[config.mk]
export PLATFORM = sky130hd
export DESIGN_NAME = iob_uart_poll_bridge
export DESIGN_NICKNAME = d
export VERILOG_FILES = /design/src/rtl/iob_uart_poll_bridge.sv
export SDC_FILE = /design/constraint.sdc
export NUM_CORES = 1
export LEC_CHECK = 0
export ABC_AREA = 1
export ABC_CLOCK_PERIOD_IN_PS = 8100
export CORE_UTILIZATION = 50
export DETAILED_ROUTE_END_ITERATION = 10
export GPL_TIMING_DRIVEN = 1
export PLACE_DENSITY = 0.7
export SETUP_SLACK_MARGIN = 0.05
export SKIP_CTS_REPAIR_TIMING = 1
export SLEW_MARGIN = 0
export SYNTH_ARGS = -nofsm -noshare
export SYNTH_HDL_FRONTEND = slang
export SYNTH_SLANG_ARGS = --single-unit
export TNS_END_PERCENT = 20
[constraint.sdc]
create_clock -name clk -period 8.1 [get_ports clk]
set_input_delay 2.025 -clock clk [delete_from_list [all_inputs] [get_ports clk]]
set_output_delay 2.025 -clock clk [all_outputs]
set_load 0.01 [all_outputs]
[src/rtl/iob_uart_poll_bridge.sv]
// Native-bus master that polls an iob_uart register port and moves bytes between
// the UART and a pair of first-word-fall-through byte FIFOs (RX out, TX in).

module iob_uart_poll_bridge_fifo #(
  parameter int WIDTH = 8,
  parameter int AW    = 4
) (
  input  logic             clk,
  input  logic             rst,
  input  logic             push_i,
  input  logic [WIDTH-1:0] data_i,
  input  logic             pop_i,
  output logic [WIDTH-1:0] data_o,
  output logic [AW:0]      level_o,
  output logic             empty_o,
  output logic             full_o
);
  localparam int DEPTH = 1 << AW;
  localparam logic [AW:0] PTR_ONE = {{AW{1'b0}}, 1'b1};

  logic [WIDTH-1:0] mem_q [DEPTH];
  logic [AW:0]      wr_ptr_q;
  logic [AW:0]      rd_ptr_q;
  logic             do_push;
  logic             do_pop;

  // Pointers carry one extra wrap bit, so occupancy never exceeds DEPTH and its MSB flags full.
  assign level_o = wr_ptr_q - rd_ptr_q;
  assign empty_o = (level_o == '0);
  assign full_o  = level_o[AW];
  assign do_push = push_i & ~full_o;
  assign do_pop  = pop_i & ~empty_o;
  assign data_o  = mem_q[rd_ptr_q[AW-1:0]];

  always_ff @(posedge clk) begin
    if (rst) begin
      wr_ptr_q <= '0;
      rd_ptr_q <= '0;
    end else begin
      if (do_push) wr_ptr_q <= wr_ptr_q + PTR_ONE;
      if (do_pop)  rd_ptr_q <= rd_ptr_q + PTR_ONE;
    end
  end

  always_ff @(posedge clk) begin
    if (do_push) mem_q[wr_ptr_q[AW-1:0]] <= data_i;
  end
endmodule

module iob_uart_poll_bridge #(
  parameter int                DATA_W          = 32,
  parameter int                ADDR_W          = 3,
  parameter logic [ADDR_W-1:0] RXREADY_ADDR    = 3'd5,
  parameter logic [ADDR_W-1:0] TXREADY_ADDR    = 3'd4,
  parameter logic [ADDR_W-1:0] RXDATA_ADDR     = 3'd7,
  parameter logic [ADDR_W-1:0] TXDATA_ADDR     = 3'd6,
  parameter int                FIFO_DEPTH_LOG2 = 4,
  parameter int                POLL_GAP        = 8
) (
  input  logic                     clk,
  input  logic                     rst,
  input  logic                     en,
  output logic                     uart_valid,
  output logic [ADDR_W-1:0]        uart_addr,
  output logic [DATA_W-1:0]        uart_wdata,
  output logic [DATA_W/8-1:0]      uart_wstrb,
  input  logic [DATA_W-1:0]        uart_rdata,
  input  logic                     uart_ready,
  output logic                     rx_valid,
  output logic [7:0]               rx_data,
  input  logic                     rx_ready,
  input  logic                     tx_valid,
  input  logic [7:0]               tx_data,
  output logic                     tx_ready,
  output logic [FIFO_DEPTH_LOG2:0] rx_level,
  output logic [FIFO_DEPTH_LOG2:0] tx_level
);
  localparam int STRB_W = DATA_W / 8;
  localparam int GAP_W  = (POLL_GAP > 0) ? $clog2(POLL_GAP + 1) : 1;
  localparam logic [GAP_W-1:0]  GAP_LOAD = GAP_W'(POLL_GAP);
  localparam logic [GAP_W-1:0]  GAP_ONE  = GAP_W'(1);
  localparam logic [STRB_W-1:0] STRB_B0  = STRB_W'(1);

  typedef enum logic [2:0] {
    S_IDLE, S_CHK_RX, S_RD_RX, S_CHK_TX, S_WR_TX, S_DONE
  } state_t;

  state_t             state_q, state_d;
  logic               valid_q, valid_d;
  logic [ADDR_W-1:0]  addr_q, addr_d;
  logic [DATA_W-1:0]  wdata_q, wdata_d;
  logic [STRB_W-1:0]  wstrb_q, wstrb_d;
  logic [GAP_W-1:0]   gap_q, gap_d;
  logic               moved_q, moved_d;

  logic       ack;
  logic       rx_push, rx_empty, rx_full;
  logic       tx_pop, tx_empty, tx_full;
  logic [7:0] tx_head;
  logic       unused_rdata_hi;

  assign ack             = valid_q & uart_ready;
  assign unused_rdata_hi = ^uart_rdata[DATA_W-1:8];

  iob_uart_poll_bridge_fifo #(.WIDTH(8), .AW(FIFO_DEPTH_LOG2)) u_rx_fifo (
    .clk(clk), .rst(rst),
    .push_i(rx_push), .data_i(uart_rdata[7:0]),
    .pop_i(rx_ready), .data_o(rx_data),
    .level_o(rx_level), .empty_o(rx_empty), .full_o(rx_full)
  );

  iob_uart_poll_bridge_fifo #(.WIDTH(8), .AW(FIFO_DEPTH_LOG2)) u_tx_fifo (
    .clk(clk), .rst(rst),
    .push_i(tx_valid), .data_i(tx_data),
    .pop_i(tx_pop), .data_o(tx_head),
    .level_o(tx_level), .empty_o(tx_empty), .full_o(tx_full)
  );

  assign rx_valid   = ~rx_empty;
  assign tx_ready   = ~tx_full;
  assign uart_valid = valid_q;
  assign uart_addr  = addr_q;
  assign uart_wdata = wdata_q;
  assign uart_wstrb = wstrb_q;

  // Bus states issue their request while valid is low and advance on the ack; with en low
  // they park instead of issuing, so an in-flight transaction always completes first.
  always_comb begin
    state_d = state_q;
    valid_d = valid_q;
    addr_d  = addr_q;
    wdata_d = wdata_q;
    wstrb_d = wstrb_q;
    gap_d   = gap_q;
    moved_d = moved_q;
    rx_push = 1'b0;
    tx_pop  = 1'b0;
    unique case (state_q)
      S_IDLE: begin
        moved_d = 1'b0;
        if (gap_q != '0)  gap_d   = gap_q - GAP_ONE;
        else if (en)      state_d = S_CHK_RX;
      end
      S_CHK_RX: begin
        if (!valid_q) begin
          if (!en) state_d = S_IDLE;
          else begin
            valid_d = 1'b1;
            addr_d  = RXREADY_ADDR;
            wdata_d = '0;
            wstrb_d = '0;
          end
        end else if (ack) begin
          valid_d = 1'b0;
          state_d = (uart_rdata[0] && !rx_full) ? S_RD_RX : S_CHK_TX;
        end
      end
      S_RD_RX: begin
        if (!valid_q) begin
          if (!en) state_d = S_IDLE;
          else begin
            valid_d = 1'b1;
            addr_d  = RXDATA_ADDR;
            wdata_d = '0;
            wstrb_d = '0;
          end
        end else if (ack) begin
          valid_d = 1'b0;
          rx_push = 1'b1;
          moved_d = 1'b1;
          state_d = S_CHK_TX;
        end
      end
      S_CHK_TX: begin
        if (!valid_q) begin
          if (!en)          state_d = S_IDLE;
          else if (tx_empty) state_d = S_DONE;
          else begin
            valid_d = 1'b1;
            addr_d  = TXREADY_ADDR;
            wdata_d = '0;
            wstrb_d = '0;
          end
        end else if (ack) begin
          valid_d = 1'b0;
          state_d = uart_rdata[0] ? S_WR_TX : S_DONE;
        end
      end
      S_WR_TX: begin
        if (!valid_q) begin
          if (!en) state_d = S_IDLE;
          else begin
            valid_d      = 1'b1;
            addr_d       = TXDATA_ADDR;
            wdata_d      = '0;
            wdata_d[7:0] = tx_head;
            wstrb_d      = STRB_B0;
          end
        end else if (ack) begin
          valid_d = 1'b0;
          wstrb_d = '0;
          tx_pop  = 1'b1;
          moved_d = 1'b1;
          state_d = S_DONE;
        end
      end
      S_DONE: begin
        moved_d = 1'b0;
        if (en && (moved_q || POLL_GAP == 0)) state_d = S_CHK_RX;
        else begin
          gap_d   = GAP_LOAD;
          state_d = S_IDLE;
        end
      end
      default: state_d = S_IDLE;
    endcase
  end

  always_ff @(posedge clk) begin
    if (rst) begin
      state_q <= S_IDLE;
      valid_q <= 1'b0;
      addr_q  <= '0;
      wdata_q <= '0;
      wstrb_q <= '0;
      gap_q   <= '0;
      moved_q <= 1'b0;
    end else begin
      state_q <= state_d;
      valid_q <= valid_d;
      addr_q  <= addr_d;
      wdata_q <= wdata_d;
      wstrb_q <= wstrb_d;
      gap_q   <= gap_d;
      moved_q <= moved_d;
    end
  end
endmodule

==> results of run 1 <==
-- synthesized netlist by cell type, drive strengths merged --
master  count
edfxtp    256
nand2     241
nor2      154
inv        94
o21ai      92
nand3      91
a21oi      57
buf        57
dfxtp      49
mux2i      32
o211ai     32
clkbuf     23
ha         19
nor3        8
xor2        6
xnor2       4
nor3b       3
fa          2
nand4       2
a221oi      1
a31oi       1
clkinv      1
conb        1
o21a        1
o21bai      1
o22ai       1
or2         1
-- state kept, by name, summed over array words and instances, names as in the netlist, named ones only --
name and cells:
u_tx_fifo.rd_ptr_q 5, uart_wstrb 1, state_q 3, u_rx_fifo.mem_q 128
uart_wdata 8, moved_q 1, uart_addr 3, u_tx_fifo.mem_q 128
u_rx_fifo.rd_ptr_q 5, uart_valid 1, u_tx_fifo.wr_ptr_q 5, u_rx_fifo.wr_ptr_q 5
gap_q 4
-- worst max-delay path, delay by kind of cell (launching register included) --
| kind | cells | cell delay, ps |
|---|---|---|
| flops | 1 | 310 |
| simple gates | 1 | 110 |
| buf+inv | 3 | 1580 |
| compound gates | 2 | 670 |
-- layout make-up --
| cell class | count | area (µm²) | area share [%] |
|---|---|---|---|
| well taps | 335 | 419.2 | 2.817 |
| multi-input cells | 776 | 3915 | 26.32 |
| clock inverters | 12 | 68.82 | 0.4626 |
| flip-flops and latches | 305 | 8673 | 58.30 |
| repair buffers | 60 | 585.6 | 3.936 |
| clock buffers | 45 | 858.3 | 5.770 |
| inverters | 95 | 356.6 | 2.397 |
-- worst max path at each step --
stage | startpoint | end | slack, ps | depth (start not counted)
final | flip-flop | rx_data[6] | 2840 | 6
after global placement | flip-flop | rx_data[6] | 3510 | 6
after detailed placement | flip-flop | rx_data[6] | 3430 | 6
after global routing | flip-flop | rx_data[6] | 2730 | 6
after CTS | flip-flop | rx_data[6] | 2860 | 6
after floorplan | u_rx_fifo.wr_ptr_q[0] | rx_level[4] | 4500 | 9
-- power groups by stage --
stage / combinational (mW) / clock (mW) / sequential, mW
2_1_floorplan: 0.330 / 0 / 1.81
3_3_place_gp: 0.473 / 0 / 1.83
3_5_place_dp: 0.485 / 0 / 1.83
4_1_cts: 0.489 / 1.32 / 1.80
5_1_grt: 0.541 / 1.39 / 1.81
6_report: 0.486 / 1.30 / 1.80
-- per-layer routing --
layer  vias up  routed length, µm  track usage, %
met5         -                  0               0
met4         0                795           6.839
met3        58               1657           2.897
met2       279              13430           34.01
met1      4137              12200           29.28
li1       4244                  -               -
-- kinds of logic (layout without fill, tap and decap cells) --
kind of cell             count (synthesis)  count (layout)  share of synthesized area [%]
flip-flops                             305             305                          65.16
buffers and inverters                  175             212                          6.151
AO/OA/AOI/OAI                          186             186                          7.768
AND/OR/NAND/NOR                        500             500                          15.69
adder cells (fa/ha/maj)                 21              21                          2.088
XOR/XNOR                                10              10                         0.7148
multiplexers                            32              32                          2.408
other                                    1              27                        0.02819
-- stage by stage --
| stage | cell area, µm² | util, % | hold slack, ps | worst slack [ps] |
|---|---|---|---|---|
| 2_1_floorplan | 13400 | - | 443.2 | 4504 |
| 3_3_place_gp | 13950 | 53.53 | 454.1 | 3506 |
| 3_5_place_dp | 13950 | 53.53 | 462.8 | 3435 |
| 4_1_cts | 14880 | 57.09 | 475.6 | 2860 |
| 5_1_grt | 14880 | 57.09 | 487.6 | 2733 |
| 6_report | 14880 | 57.09 | 470.6 | 2836 |
==> qor.yml, run 1 <==
hold_path:
  hold-path-endpoint: "uart_addr[0]"
  hold_depth: 2
  hp-class: "flip-flop to flip-flop"
  hold_path.startpoint: "uart_addr[0]"
floorplanning:
  coreArea_um2: 26060
  start_util_pct: 51.05
  die-width_um: 165.1
  dieArea_um2: 27260
  io-pin-count: 106
  rows: 59
  fp.dieH_um: 165.1
synthesis:
  ys_seq_area_share_pct: 65.16
  synth_area_um2: 13300
  avgSynthCellArea_um2: 10.82
  synth_top_cell_by_area: "edfxtp_1"
  netlist.area_leader.share_pct: 57.78
  postSynthCellCount: 1230
  ys_types: 38
  ys_ff_latch: 305
  synth_area_leaders: "edfxtp_1 58%, dfxtp_1 7.4%, nand2_1 6.6%"
  yosys_warnings: 0
global_route:
  grt_usage_pct: 21.00
  grt_max_degree: 97
  grt_pass1_wl_mm: 43.75
  grt_pass1_vias: 8204
  antenna_found_initial: 0
  overflow: 0
power_and_ir_drop:
  pwr-share-comb_pct: 13.5
  clkPwrFrac_pct: 36.3
  leakage_nw: 5.424
  power_frac_seq_pct: 50.1
  intPower_mw: 2.680
  power_mw: 3.592
  p_sw_mw: 0.9116
  powerDensity_nw_per_um2: 241.4
  power_switching_share_pct: 25.38
  peakVddDrop_v: 0.0002019
setup_path:
  crit_fanout: 33
  reg2reg_from: "u_rx_fifo.wr_ptr_q[0]"
  cp_slowest_cell: "inv_1"
  path_cells: "buf_4, inv_1, o21ai_0, o211ai_1, nand2_1, clkdlybuf4s50_1"
  cp-start-kind: "flip-flop"
  worstReg2RegEnd: "u_rx_fifo.mem_q[4][5]"
  cp-end-kind: "output pin"
  cp.arrival_ps: 3240
  r2r_slack_ps: 4960
  worst_path_largest_cell_delay_ps: 850
  crit_required_ps: 6080
  ff2ff_path_depth: 11
  critical_path_class: "flip-flop to output pin"
job:
  drv_cap: 0
routing:
  drt-wirelength-per-cell_um: 17.25
  drtIter0Drc: 659
  drc_errors: 0
  drtPass1Iterations: 5
  ant_nets: 0
  num_vias: 8718
  viasPerCell: 5.355
  routed_wl_mm: 28.08
timing:
  setup_viol: 0
  final.setup.tns_ps: 0
  hold_viol: 0
  relSlewSlack_pct: 25.60
  post-route-period-util_pct: 64.98
  maxSlewViolCount: 0
  period_needed_ps: 5264
  max_freq_mhz: 190.0
  rsz0062_at_grt: "false"
  fin_skew_ps: 12.83
  tightest_slew_ps: 1116
clock_network:
  clk_latency_ps: 550
  clk_pin_slew_ps: 60
  cts_buffers: 31
  clock-root-buffer: "clkbuf_16"
  cts_tree: "built"
  clock-sinks: 305
  htreeDepth: 1
  max-clock-path-buffers: 3
outcome:
  outcome: "finished, final reports clean"
cells_and_area:
  mostFrequentLayoutCell: "edfxtp_1"
  final_cell_mix: "256 x edfxtp_1, 233 x nand2_1, 143 x nor2_1, 92 x o21ai_0, 90 x nand3_1"
  fin_cells: 1628
  fillCellCount: 2130
  n_antenna_cell: 0
  area_delta_synth_final_pct: 11.82
  fin_nets: 1336
  drive_gt1_share_pct: 6.032
placed_design:
  dp_cells: 1571
  io_buffers: 54
  gp_congestion: 0.8111
  hpwl_mm: 17.28
(Power assumes the default switching activity.)
==> inputs of run 2 (changes only) <==
--- a/config.mk
+++ b/config.mk
@@ -6,11 +6,11 @@
 export NUM_CORES = 1
 export LEC_CHECK = 0
 export ABC_AREA = 1
-export ABC_CLOCK_PERIOD_IN_PS = 8100
+export ABC_CLOCK_PERIOD_IN_PS = 4550
 export CORE_UTILIZATION = 50
 export DETAILED_ROUTE_END_ITERATION = 10
 export GPL_TIMING_DRIVEN = 1
-export PLACE_DENSITY = 0.7
+export PLACE_DENSITY = 0.73
 export SETUP_SLACK_MARGIN = 0.05
 export SKIP_CTS_REPAIR_TIMING = 1
 export SLEW_MARGIN = 0
==> constraint.sdc (replaced) <==
create_clock -name clk -period 4.55 [get_ports clk]
set_input_delay 1.1375 -clock clk [delete_from_list [all_inputs] [get_ports clk]]
set_output_delay 1.1375 -clock clk [all_outputs]
set_load 0.01 [all_outputs]
==> qor.yml, run 2 (same netlist as run 1, synthesis figures left out) <==
clock_network:
  htreeDepth: 1  # unchanged
  clk_pin_slew_ps: 60  # about the same
  clock-sinks: 305  # unchanged
  cts_tree: "built"  # unchanged
  cts_buffers: 30  # was 31
  clk_latency_ps: 550  # about the same
  max-clock-path-buffers: 3  # unchanged
  clock-root-buffer: "clkbuf_16"  # unchanged
job:
  drv_cap: 0  # unchanged
cells_and_area:
  mostFrequentLayoutCell: "edfxtp_1"  # unchanged
  fillCellCount: 2119  # was 2130
  drive_gt1_share_pct: 6.023  # was 6.032%
  fin_nets: 1338  # was 1336
  n_antenna_cell: 0  # unchanged
  post-route-util_pct: 57.18  # was 57.09%
  final_cell_mix: "256 x edfxtp_1, 233 x nand2_1, 143 x nor2_1, 92 x o21ai_0, 90 x nand3_1"  # unchanged
  area_delta_synth_final_pct: 12.00  # was 11.82%
floorplanning:
  start_util_pct: 51.05  # unchanged
  dieArea_um2: 27260  # unchanged
  io-pin-count: 106  # unchanged
  die-width_um: 165.1  # unchanged
  coreArea_um2: 26060  # unchanged
  fp.dieH_um: 165.1  # unchanged
  rows: 59  # unchanged
timing:
  fin_skew_ps: 19.46  # was 12.83 ps
  rsz0062_at_grt: "false"  # unchanged
  hold_viol: 0  # unchanged
  fin_ws_ps: 601.7  # was 2836 ps
  final.setup.tns_ps: 0  # unchanged
  max_freq_mhz: 253.3
  setup_viol: 0  # unchanged
  tightest_slew_ps: 1073  # was 1116 ps
  post-route-period-util_pct: 86.78
  maxSlewViolCount: 0  # unchanged
  relSlewSlack_pct: 28.45  # was 25.60%
  period_needed_ps: 3948
global_route:
  overflow: 0  # unchanged
  grt_pass1_wl_mm: 43.72  # was 43.75 mm
  grt_pass1_vias: 8082  # was 8204
  grt_max_degree: 71  # was 97
  antenna_found_initial: 0  # unchanged
  grt_usage_pct: 20.82  # was 21.00%
setup_path:
  path_cells: "inv_1, ha_1, inv_1, fa_1, nand3_1, nand2_1, xnor2_2, nand3_2, clkdlybuf4s50_1"  # was buf_4, inv_1, o21ai_0, o211ai_1, nand2_1, clkdlybuf4s50_1
  cp-start-kind: "flip-flop"  # unchanged
  worst_path_largest_cell_delay_ps: 520  # was 850 ps
  crit_required_ps: 3410  # was 6080 ps
  cp-end-kind: "output pin"  # unchanged
  path_common_cell: "inv_1"
  cp.arrival_ps: 2810  # was 3240 ps
  critical_path_class: "flip-flop to output pin"  # unchanged
  ff2ff_path_depth: 11  # unchanged
  crit_fanout: 5  # was 33
  cp_slowest_cell: "clkdlybuf4s50_1"  # was inv_1
power_and_ir_drop:
  peakVddDrop_v: 0.0003946  # was 0.0002019 V
  power_switching_share_pct: 24.89  # was 25.38%
  clkPwrFrac_pct: 36.2  # was 36.3%
  power_mw: 6.378  # was 3.592 mW
  power_frac_seq_pct: 49.9  # was 50.1%
  intPower_mw: 4.791  # was 2.680 mW
  leakage_nw: 5.440  # was 5.424 nW
  p_sw_mw: 1.588  # was 0.9116 mW
  powerDensity_nw_per_um2: 428.1  # was 241.4 nW/µm²
  pwr-share-comb_pct: 13.9  # was 13.5%
hold_path:
  hold_depth: 2  # unchanged
  hp-class: "flip-flop to flip-flop"  # unchanged
routing:
  ant_nets: 0  # unchanged
  drc_errors: 0  # unchanged
  viasPerCell: 5.365  # was 5.355
  num_vias: 8745  # was 8718
  drt-wirelength-per-cell_um: 17.13  # was 17.25 µm
  drtPass1Iterations: 5  # unchanged
  drtIter0Drc: 828  # was 659
  routed_wl_mm: 27.92  # was 28.08 mm
outcome:
  outcome: "finished, final reports clean"  # unchanged
placed_design:
  hpwl_mm: 17.42  # was 17.28 mm
  io_buffers: 54  # unchanged
  gp_congestion: 0.8299  # was 0.8111
  pre_cts_slack_ps: 1157  # was 3435 ps
run 2: changes by cell type in the layout (fill, tap and decap cells not counted), sizes merged:
cell,before,now
clkinvlp,2,0
clkbuf,45,51
buf,6,9
clkinv,10,6
inv,95,94
run 2: critical path, delay by kind of cell (launching register included):
kind,cells,cell delay [ps]
buffers and inverters,3,720
adders and majority gates,2,560
and+or+nand+nor,3,360
DFF,1,340
xor gates and xnor gates,1,280
run 2: final cells by class:
type | count | area, µm² | area share [%]
timing repair buffer | 63 | 620.6 | 4.165
inverter | 95 | 356.6 | 2.393
tap | 335 | 419.2 | 2.813
multi-input combinational | 776 | 3915 | 26.27
clock inverter | 5 | 25.02 | 0.1679
clock buffer | 51 | 890.9 | 5.979
sequential | 305 | 8673 | 58.21
run 2: worst paths after layout:
| kind | from | endpoint | slack (ps) |
|---|---|---|---|
| max reg2reg | u_rx_fifo.wr_ptr_q[0] | u_rx_fifo.mem_q[4][7] | 1460 |
| min reg2reg | u_tx_fifo.rd_ptr_q[4] | u_tx_fifo.rd_ptr_q[4] | 480 |
| max | u_rx_fifo.wr_ptr_q[0] | rx_valid | 600 |
| min | u_tx_fifo.rd_ptr_q[4] | u_tx_fifo.rd_ptr_q[4] | 480 |
run 2: routing by layer:
| layer | global-route usage (%) | up-vias | part of all wire, % |
|---|---|---|---|
| met1 | 28.67 | 4130 | 44 |
| met2 | 34.44 | 312 | 48 |
| met3 | 2.822 | 55 | 6.3 |
| met5 | 0 | - | 0 |
| met4 | 6.088 | 0 | 2.5 |
| li1 | - | 4248 | - |
run 2: metrics by stage:
stage          instances  area (µm²)  hold slack, ps
3_3_place_gp        1574       13980           459.4
4_1_cts             1630       14900           480.5
3_5_place_dp        1574       13980           469.0
5_1_grt             1630       14900           501.7
2_1_floorplan       1256       13400           443.2
6_report            1630       14900           480.2
run 2: power groups by stage:
| stage | registers [mW] | clock network (mW) | logic (mW) |
|---|---|---|---|
| after global routing | 3.19 | 2.45 | 0.996 |
| after detailed placement | 3.24 | 0 | 0.885 |
| after CTS | 3.18 | 2.33 | 0.891 |
| after floorplan | 3.23 | 0 | 0.587 |
| final | 3.18 | 2.31 | 0.886 |
| after global placement | 3.24 | 0 | 0.865 |
